`src/rtl/ram_rcmd_sched.sv`:
```
// ram_rcmd_sched: read command queue with credit gating and RAM-latency tag tracking
module ram_rcmd_sched #(
   parameter int C_ID     = 16,
   parameter int C_RAM_AW = 15,
   parameter int C_CMD_AW = 3,
   parameter int C_RL     = 2,
   parameter int C_CRED   = 4
) (
   input  logic                       aclk_s,
   input  logic                       rst_n,
   input  logic [C_ID+C_RAM_AW+1:0]   cmd_info,
   input  logic                       cmd_push,
   output logic                       cmd_full,
   output logic [C_CMD_AW:0]          cmd_level,
   output logic                       ram_rd_req,
   output logic [C_RAM_AW:0]          ram_addr,
   input  logic                       ram_rd_ack,
   input  logic                       ram_vld,
   input  logic                       rdf_pop,
   output logic                       rd_vld,
   output logic [C_ID-1:0]            axi_id,
   output logic                       axi_last,
   output logic                       lat_err
);
   localparam int W     = C_ID + C_RAM_AW + 2;
   localparam int DEPTH = 2 ** C_CMD_AW;
   localparam int CW    = $clog2(C_CRED + 1);
   localparam logic [C_CMD_AW:0] L_ONE = (C_CMD_AW+1)'(1);
   localparam logic [CW-1:0]     C_ONE = CW'(1);
   localparam logic [CW-1:0]     C_MAX = CW'(C_CRED);

   logic [W-1:0]        mem_q [DEPTH];
   logic [C_CMD_AW-1:0] wp_q, rp_q;
   logic [C_CMD_AW:0]   level_q, level_d;
   logic [CW-1:0]       cred_q, cred_d;
   logic [C_RL:1]       vld_q, last_q;
   logic [C_ID-1:0]     id_q [1:C_RL];
   logic                lat_err_q;
   logic [W-1:0]        head;
   logic                push, pop, sat, inc, miss;

   // Entry layout is {last, id, addr}; the head entry drives the RAM request
   assign head       = mem_q[rp_q];
   assign ram_addr   = head[C_RAM_AW:0];
   assign cmd_full   = level_q[C_CMD_AW];
   assign cmd_level  = level_q;
   assign push       = cmd_push & ~cmd_full;
   assign ram_rd_req = (|level_q) & (|cred_q);
   assign pop        = ram_rd_ack & ram_rd_req;
   // A credit return with all credits home is a protocol error and is dropped
   assign sat        = rdf_pop & (cred_q == C_MAX);
   assign inc        = rdf_pop & ~sat;
   // Returning data and the oldest tag must arrive together
   assign miss       = ram_vld ^ vld_q[C_RL];
   assign rd_vld     = ram_vld & vld_q[C_RL];
   assign axi_id     = id_q[C_RL];
   assign axi_last   = last_q[C_RL];
   assign lat_err    = lat_err_q;

   // Next occupancy and credit count; simultaneous inc/dec cancel out
   always_comb begin
      level_d = (push & ~pop) ? level_q + L_ONE : (pop & ~push) ? level_q - L_ONE : level_q;
      cred_d  = (pop & ~inc) ? cred_q - C_ONE : (inc & ~pop) ? cred_q + C_ONE : cred_q;
   end

   // Queue storage needs no reset; occupancy decides what is visible
   always_ff @(posedge aclk_s) begin
      if (push) mem_q[wp_q] <= cmd_info;
   end

   // Queue pointers, credits, tag pipeline and sticky error
   always_ff @(posedge aclk_s) begin
      if (!rst_n) begin
         wp_q      <= '0;
         rp_q      <= '0;
         level_q   <= '0;
         cred_q    <= C_MAX;
         vld_q     <= '0;
         last_q    <= '0;
         for (int i = 1; i <= C_RL; i++) id_q[i] <= '0;
         lat_err_q <= 1'b0;
      end else begin
         wp_q      <= push ? wp_q + 1'b1 : wp_q;
         rp_q      <= pop ? rp_q + 1'b1 : rp_q;
         level_q   <= level_d;
         cred_q    <= cred_d;
         vld_q[1]  <= pop;
         id_q[1]   <= pop ? head[C_RAM_AW+1 +: C_ID] : '0;
         last_q[1] <= pop & head[W-1];
         for (int i = 2; i <= C_RL; i++) begin
            vld_q[i]  <= vld_q[i-1];
            id_q[i]   <= id_q[i-1];
            last_q[i] <= last_q[i-1];
         end
         lat_err_q <= lat_err_q | miss | sat;
      end
   end
endmodule
```
`config.mk`:
```
export PLATFORM = sky130hd
export DESIGN_NAME = ram_rcmd_sched
export DESIGN_NICKNAME = d
export VERILOG_FILES = /design/src/rtl/ram_rcmd_sched.sv
export SDC_FILE = /design/constraint.sdc
export NUM_CORES = 1
export LEC_CHECK = 0
export CORE_MARGIN = 2
export CORE_UTILIZATION = 58
export DETAILED_ROUTE_END_ITERATION = 10
export PLACE_DENSITY = 0.79
export SYNTH_ARGS = -nofsm -noshare
export SYNTH_HDL_FRONTEND = slang
export SYNTH_SLANG_ARGS = --single-unit
```
`constraint.sdc`:
```
create_clock -name aclk_s -period 4.8 [get_ports aclk_s]
set_input_delay 0.72 -clock aclk_s [delete_from_list [all_inputs] [get_ports aclk_s]]
set_output_delay 0.72 -clock aclk_s [all_outputs]
set_load 0.01 [all_outputs]
```
==> results.md <==
- Run status: finished clean
- Cell Area, Synth: 11800 um2
- Vias: 5383
- H-tree depth: 1
- Vias in the first global route: 5729
- Register area share after synthesis: 76.1%
- CP Class: register to output pin
- Area grow syn2layout: 17.1%
- CTS tree: yes
- IO Count: 80
- Clock Tree Root: clkbuf_16
- Routed wire length: 21000 um
- Pins Over Slew Limit: 0
- CTS clk-pin slew, worst paths: 0.06 ns
- Crit-path max cell delay: 0.98 ns
- Initial Utilization: 58.8%
- Async SR Flop Fraction: 0%
- Post-Syn Instances: 573
- Leak: 4.40 nW
- Hold WC Path Type: register to register
- Non-Filler Instances: 944
- Ys Warns: 0
- Flops & latches, synth: 317
- Fmax: 0.272 GHz
- Die ar.: 21500 um2
- Cts bufs inserted: 31
- Port bufs: 79
- Crit-path cells: mux4_2, mux2_2, clkdlybuf4s50_1
- Syn Nets: 621
- Pwr/cell area: 534 nW/um2
- GP Congestion: 0.714
- Worst-margin pin slew: 1.26 ns
- Total design power: 7.39 mW
- Worst Path Required: 4.08 ns
- Critical Path Source Type: register
- Cell Rows: 52
- Area after DPL: 12800 um2
- Fraction of layout cells with a size suffix above 1: 22.1%
- Post-Synthesis Mean Instance Area: 20.6 um2
- First-pass GRT wire length: 32800 um
- # diodes: 0
- Hold buffers post-CTS: 0
- DP HPWL: 11500 um
- Initial detailed-routing violation count: 434
- Number of max-cap violations: 0
- Slowest CP cell: dfxtp_4
- Fill cell count: 1220
- GRT Util Overall: 20.1%
- WP data arrival: 2.95 ns
- Final Hold Fails: 0
- CP top delay family: flip-flops
- Top FF cell, synth: edfxtp_1
- DRC viols: 0
- Drt wl/cell: 22.2 um
- WP buf/inv: 1
- PostCTS Resize Cnt: 0
- Post-route cell area: 13800 um2
- Crit share post-route: 76.5%
- Setup Viol. Count Final: 0
- Die Ht: 147 um
- Min Tclk post-route: 3.67 ns
- # Post-CTS Setup Buffers: 0
- Netlist cell types: 32
- Dpl cells: 886
- Final net count: 697
- Number of routed nets with antenna violations: 0
- Antenna violations before repair: 0
- Post-synth EDFFs: 264
- Clk Latency, worst-skew pair: 0.55 ns
- Crit. End Element: output pin
- Clock sink count: 317
- Vias per inst: 5.70
- Setup repair after global routing missed its margin: false
- Max clock buf depth: 3
- Pre-antenna DRT Iters: 5
- Critical Path Fanout Max: 47
- Largest net degree at the start of global routing: 67
- Global route total overflow: 0
- VDD IR max: 0.352 mV
- CORE AREA: 20100 um2
- TNS Setup: 0 ns
- Clock skew: 0.0130 ns
- Die span in x: 147 um
- Rel. slew slack: 16.1%
[kinds of logic (layout without fill, tap and decap cells)]
family | Yosys count | count (layout) | synth area share, %
xor+xnor | 7 | 7 | 0.519
buf+inv | 48 | 149 | 2.44
flops | 317 | 317 | 76.1
mux | 104 | 104 | 16.0
compound gates | 7 | 7 | 0.360
simple gates | 81 | 81 | 3.53
fa+ha+maj | 9 | 9 | 1.08
[layout by cell type, fill, tap and decap left out, drive strengths merged]
master and n:
edfxtp 264, clkdlybuf4s50 79, mux4 66, dfxtp 53, clkbuf 33, and2 26, nor2 26, mux2i 22
mux2 16, clkinv 12, nand2 11, inv 8, ha 7, clkinvlp 7, buf 6, nor2b 5
nand2b 5, xnor2 4, bufinv 4, o21ai 3, xor2 3, nor3 3, nand3 2, fa 2
nor4 1, nor3b 1, a21oi 1, a211oi 1, a31oi 1, or3 1, a311oi 1
[path summary, 6_finish.rpt]
check / from / endpoint / slack (ns) / cells past startpoint
min: id_q[1][4] / id_q[2][4] / 0.43 / 1
max reg2reg: register / id_q[1][0] / 2.17 / 4
max: register / ram_addr[6] / 1.13 / 3
min reg2reg: id_q[1][4] / id_q[2][4] / 0.43 / 1
[synth_stat cells, types with 5 or more instances]
master    count  area [um2]
inv_1         6        22.5
nor2_1       26        97.6
clkbuf_1      9        33.8
buf_4        20         150
ha_1          7        87.6
nand2b_1      5        31.3
edfxtp_1    264        7930
dfxtp_1      53        1060
nand2_1      10        37.5
and2_1       26         163
mux2i_1      22         220
mux4_2       66        1490
mux2_2       16         180
nor2b_1       5        31.3
buf_2         7        35.0
[report_power, final]
group / switching (mW) / internal [mW] / total, mW
registers: 0.257 / 3.22 / 3.48
clock network: 0.991 / 1.40 / 2.39
logic: 0.626 / 0.892 / 1.52
total: 1.87 / 5.51 / 7.39
[through the flow]
stage | hold WS (ns) | utilization (%) | setup WS (ns)
6_report | 0.432 | 68.8 | 1.13
5_1_grt | 0.451 | 68.8 | 0.946
4_1_cts | 0.433 | 68.8 | 1.05
3_5_place_dp | 0.419 | 63.7 | 1.61
3_3_place_gp | 0.416 | 63.7 | 1.65
2_1_floorplan | 0.412 | - | 0.861
[area by class of cell]
| class | count | area [um2] | share of cell area (%) |
|---|---|---|---|
| Multi-Input combinational cell | 208 | 2590 | 18.7 |
| Clock inverter | 25 | 240 | 1.74 |
| Timing Repair Buffer | 85 | 861 | 6.22 |
| Sequential cell | 317 | 9000 | 65.0 |
| Inverter | 6 | 22.5 | 0.163 |
| Clock buffer | 33 | 783 | 5.66 |
| Tap cell | 270 | 338 | 2.44 |
[worst reg2reg max path, cell delays in order, from the launching register on]
cell and delay (ns):
dfxtp_4 0.98, buf_4 0.55, mux4_2 0.58, mux2i_1 0.32
nor2_1 0.08
[flip-flops by register name, summed over array words and instances (netlist names), named ones only]
register   flops
wp_q           3
id_q          32
cred_q         3
rp_q           3
vld_q          2
lat_err        1
last_q         2
mem_q        264
cmd_level      4
[per-layer routing]
layer | routed length, um | part of all wire [%] | vias up | GRT usage [%]
met4 | 476 | 2.3 | 0 | 6.07
met2 | 10700 | 51 | 180 | 33.6
met1 | 8730 | 42 | 2769 | 27.6
li1 | - | - | 2392 | -
met5 | 0 | 0 | - | 0
met3 | 1120 | 5.3 | 42 | 3.48
Note: power is estimated with default switching activity, not from simulation.
==> variant, RTL diff (same settings) <==
Change the parameter `C_RAM_AW` from 15 to 16.
--- a/src/rtl/ram_rcmd_sched.sv
+++ b/src/rtl/ram_rcmd_sched.sv
@@ -1,7 +1,7 @@
 // ram_rcmd_sched: read command queue with credit gating and RAM-latency tag tracking
 module ram_rcmd_sched #(
    parameter int C_ID     = 16,
-   parameter int C_RAM_AW = 15,
+   parameter int C_RAM_AW = 16,
    parameter int C_CMD_AW = 3,
    parameter int C_RL     = 2,
    parameter int C_CRED   = 4
Interface: changed (resized cmd_info and ram_addr); port bits go from 80 to 82. No check against the original RTL was run, so the function may have changed too.
==> variant against the original RTL <==
- clock skew grew 0.00058 ns
- count of clock-buffer cells in the layout is 2 higher
- sequential cell count up 8
- critical path depth unchanged
- global-route usage down 0.15 points
- worst setup slack gained 0.068 ns
- area after synthesis rose by 3.3%
- first-iteration DRC count down 14%
- cell count increased by 2.3%
- largest power group unchanged
- utilization decreased by 0.68 points
- design area up 2.5%
- routed wire length grew 2.6%
- largest cell class unchanged
- total power grew 2.0%
==> variant: results (changes against the original RTL) <==
| Metric | Value |
|---|---|
| Status | finished clean (unchanged) |
| YS warnings | 0 (unchanged) |
| Global-route wire length before repair | 33.3 mm (was 32.8 mm) |
| Final Instance Area | 0.0142 sq mm (was 0.0138 sq mm) |
| Worst Reg-to-Reg Cells | 4 (unchanged) |
| Leak | 4.56 nW (was 4.40 nW) |
| GP Congestion | 0.746 (was 0.714) |
| Largest register FFs | 272 (was 264) |
| Starting DRC count in detailed routing | 374 (was 434) |
| Seq/Total Area, Yosys | 0.757 (was 0.761) |
| Maximum VDD drop | 0.326 mV (was 0.352 mV) |
| Hold_sp | id_q[1][9] (was id_q[1][4]) |
| CTS Buf Count | 31 (unchanged) |
| Dpl cell area | 0.0132 sq mm (was 0.0128 sq mm) |
| Fillers | 1300 (was 1220) |
| Total track usage | 0.199 (was 0.201) |
| Top cells by area, synth | edfxtp_1 67%, mux4_2 11%, dfxtp_1 8.7%, mux2i_1 1.8%, mux2_2 1.6% (was edfxtp_1 67%, mux4_2 13%, dfxtp_1 9.0%, mux2i_1 1.9%, mux2_2 1.5%) |
| Setup slack, reg-to-reg | 2.14 ns (was 2.17 ns) |
| Max FO, Critical Path | 42 (was 47) |
| Min-delay worst type | flop to flop (unchanged) |
| Nets@finish | 715 (was 697) |
| Dpl hpwl | 12.1 mm (was 11.5 mm) |
| Post-CTS setup buffers | 0 (unchanged) |
| Worst-margin pin slew | 1.18 ns (was 1.26 ns) |
| First drt pass iteration count | 5 (unchanged) |
| Synth cell types | 33 (was 32) |
| H-tree depth | 1 (unchanged) |
| Largest net degree at the start of global routing | 69 (was 67) |
| Ys async rst share | 0 (unchanged) |
| Pre-CTS setup slack | 1.37 ns (was 1.61 ns) |
| Slew Viols, Final | 0 (unchanged) |
| Core box area | 0.0208 sq mm (was 0.0201 sq mm) |
| Syn Nets | 636 (was 621) |
| Port bufs | 81 (was 79) |
| Initial antenna violation count | 0 (unchanged) |
| FF-to-FF Start | cmd_level[3] |
| Clk pin slew, worst setup/hold paths | 0.06 ns (about the same) |
| Number of synthesized flops with an enable pin | 272 (was 264) |
| WHS Endpoint | id_q[2][9] (was id_q[2][4]) |
| CTS max path bufs | 3 (unchanged) |
| Hold Path Depth | 1 (unchanged) |
| CTS resizes | 0 (unchanged) |
| Worst-Skew Late Latency | 0.56 ns |
| Number of global-route vias before repair | 5868 (was 5729) |
| Synth cell count leaders | 272 x edfxtp_1, 62 x mux4_2, 53 x dfxtp_1 (was 264 x edfxtp_1, 66 x mux4_2, 53 x dfxtp_1) |
| Clk_skew | 0.0136 ns (was 0.0130 ns) |
| Diode count | 0 (unchanged) |
| Share of layout cells above drive strength 1 | 0.211 (was 0.221) |
| Crit path DAT | 2.88 ns (was 2.95 ns) |
| Top reg by flops | mem_q (unchanged) |
| Mean routed wirelength per cell | 22.3 um (was 22.2 um) |
| Via count | 5511 (was 5383) |
| Reg2Reg Capture Point | mem_q[1][7] (was id_q[1][0]) |
| Root Buffer | clkbuf_16 (unchanged) |
[variant: changes by cell type after synthesis, sizes merged]
cell	unedited run	this run
edfxtp	264	272
buf	32	34
mux4	66	68
clkbuf	10	11
mux2	16	17
[variant: how the worst max path moves through the flow]
stage	from	end	slack, ns	depth (start not counted)
final	flop	ram_addr[2]	1.20	3
after global routing	flop	ram_addr[4]	1.04	3
after CTS	flop	ram_addr[2]	1.11	3
after detailed placement	cmd_push	mem_q[2][5]	1.37	4
after global placement	cmd_push	mem_q[2][6]	1.45	4
after floorplan	cmd_push	mem_q[0][0]	0.79	4
[variant: metrics by stage]
stage	std cells	hold slack, ns
3_5_place_dp	908	0.417
5_1_grt	966	0.448
6_report	966	0.430
3_3_place_gp	908	0.415
4_1_cts	966	0.431
2_1_floorplan	587	0.412
[variant: power by group]
| part | total, W | internal (W) | switching (W) | leakage (nW) |
|---|---|---|---|---|
| sequential | 0.00355 | 0.00331 | 0.000241 | 2.90 |
| combinational | 0.00155 | 0.000906 | 0.000649 | 1.16 |
| clock | 0.00243 | 0.00144 | 0.000989 | 0.501 |
[variant: layer usage]
layer	share of wire	wire length (um)	track usage	vias up
li1	-	-	-	2462
met1	0.41	8750	0.265	2825
met2	0.51	11000	0.344	181
met3	0.057	1230	0.0373	43
met4	0.024	510	0.0519	0
met5	0	0	0	-
[variant: critical path, cell delays in order, from the launching register on]
cell and delay, ns:
dfxtp_4 0.89, mux4_1 0.65, mux2_2 0.28, clkdlybuf4s50_1 0.48
[variant: area by class of cell]
type | count | area (sq um) | area share
Sequential cell | 325 | 9240 | 0.651
Multi-Input combinational cell | 211 | 2670 | 0.188
Timing Repair Buffer | 91 | 886 | 0.0625
Clock buffer | 35 | 791 | 0.0558
Tap cell | 275 | 344 | 0.0243
Clock inverter | 23 | 234 | 0.0165
Inverter | 6 | 22.5 | 0.00159
[variant: logic make-up after synthesis]
family,share of synthesized area
DFF,0.757
muxes,0.161
and+or+nand+nor,0.0342
buffers and inverters,0.0292
adders and majority gates,0.0105
AOI/OAI and AO/OA,0.00349
xor gates and xnor gates,0.00503
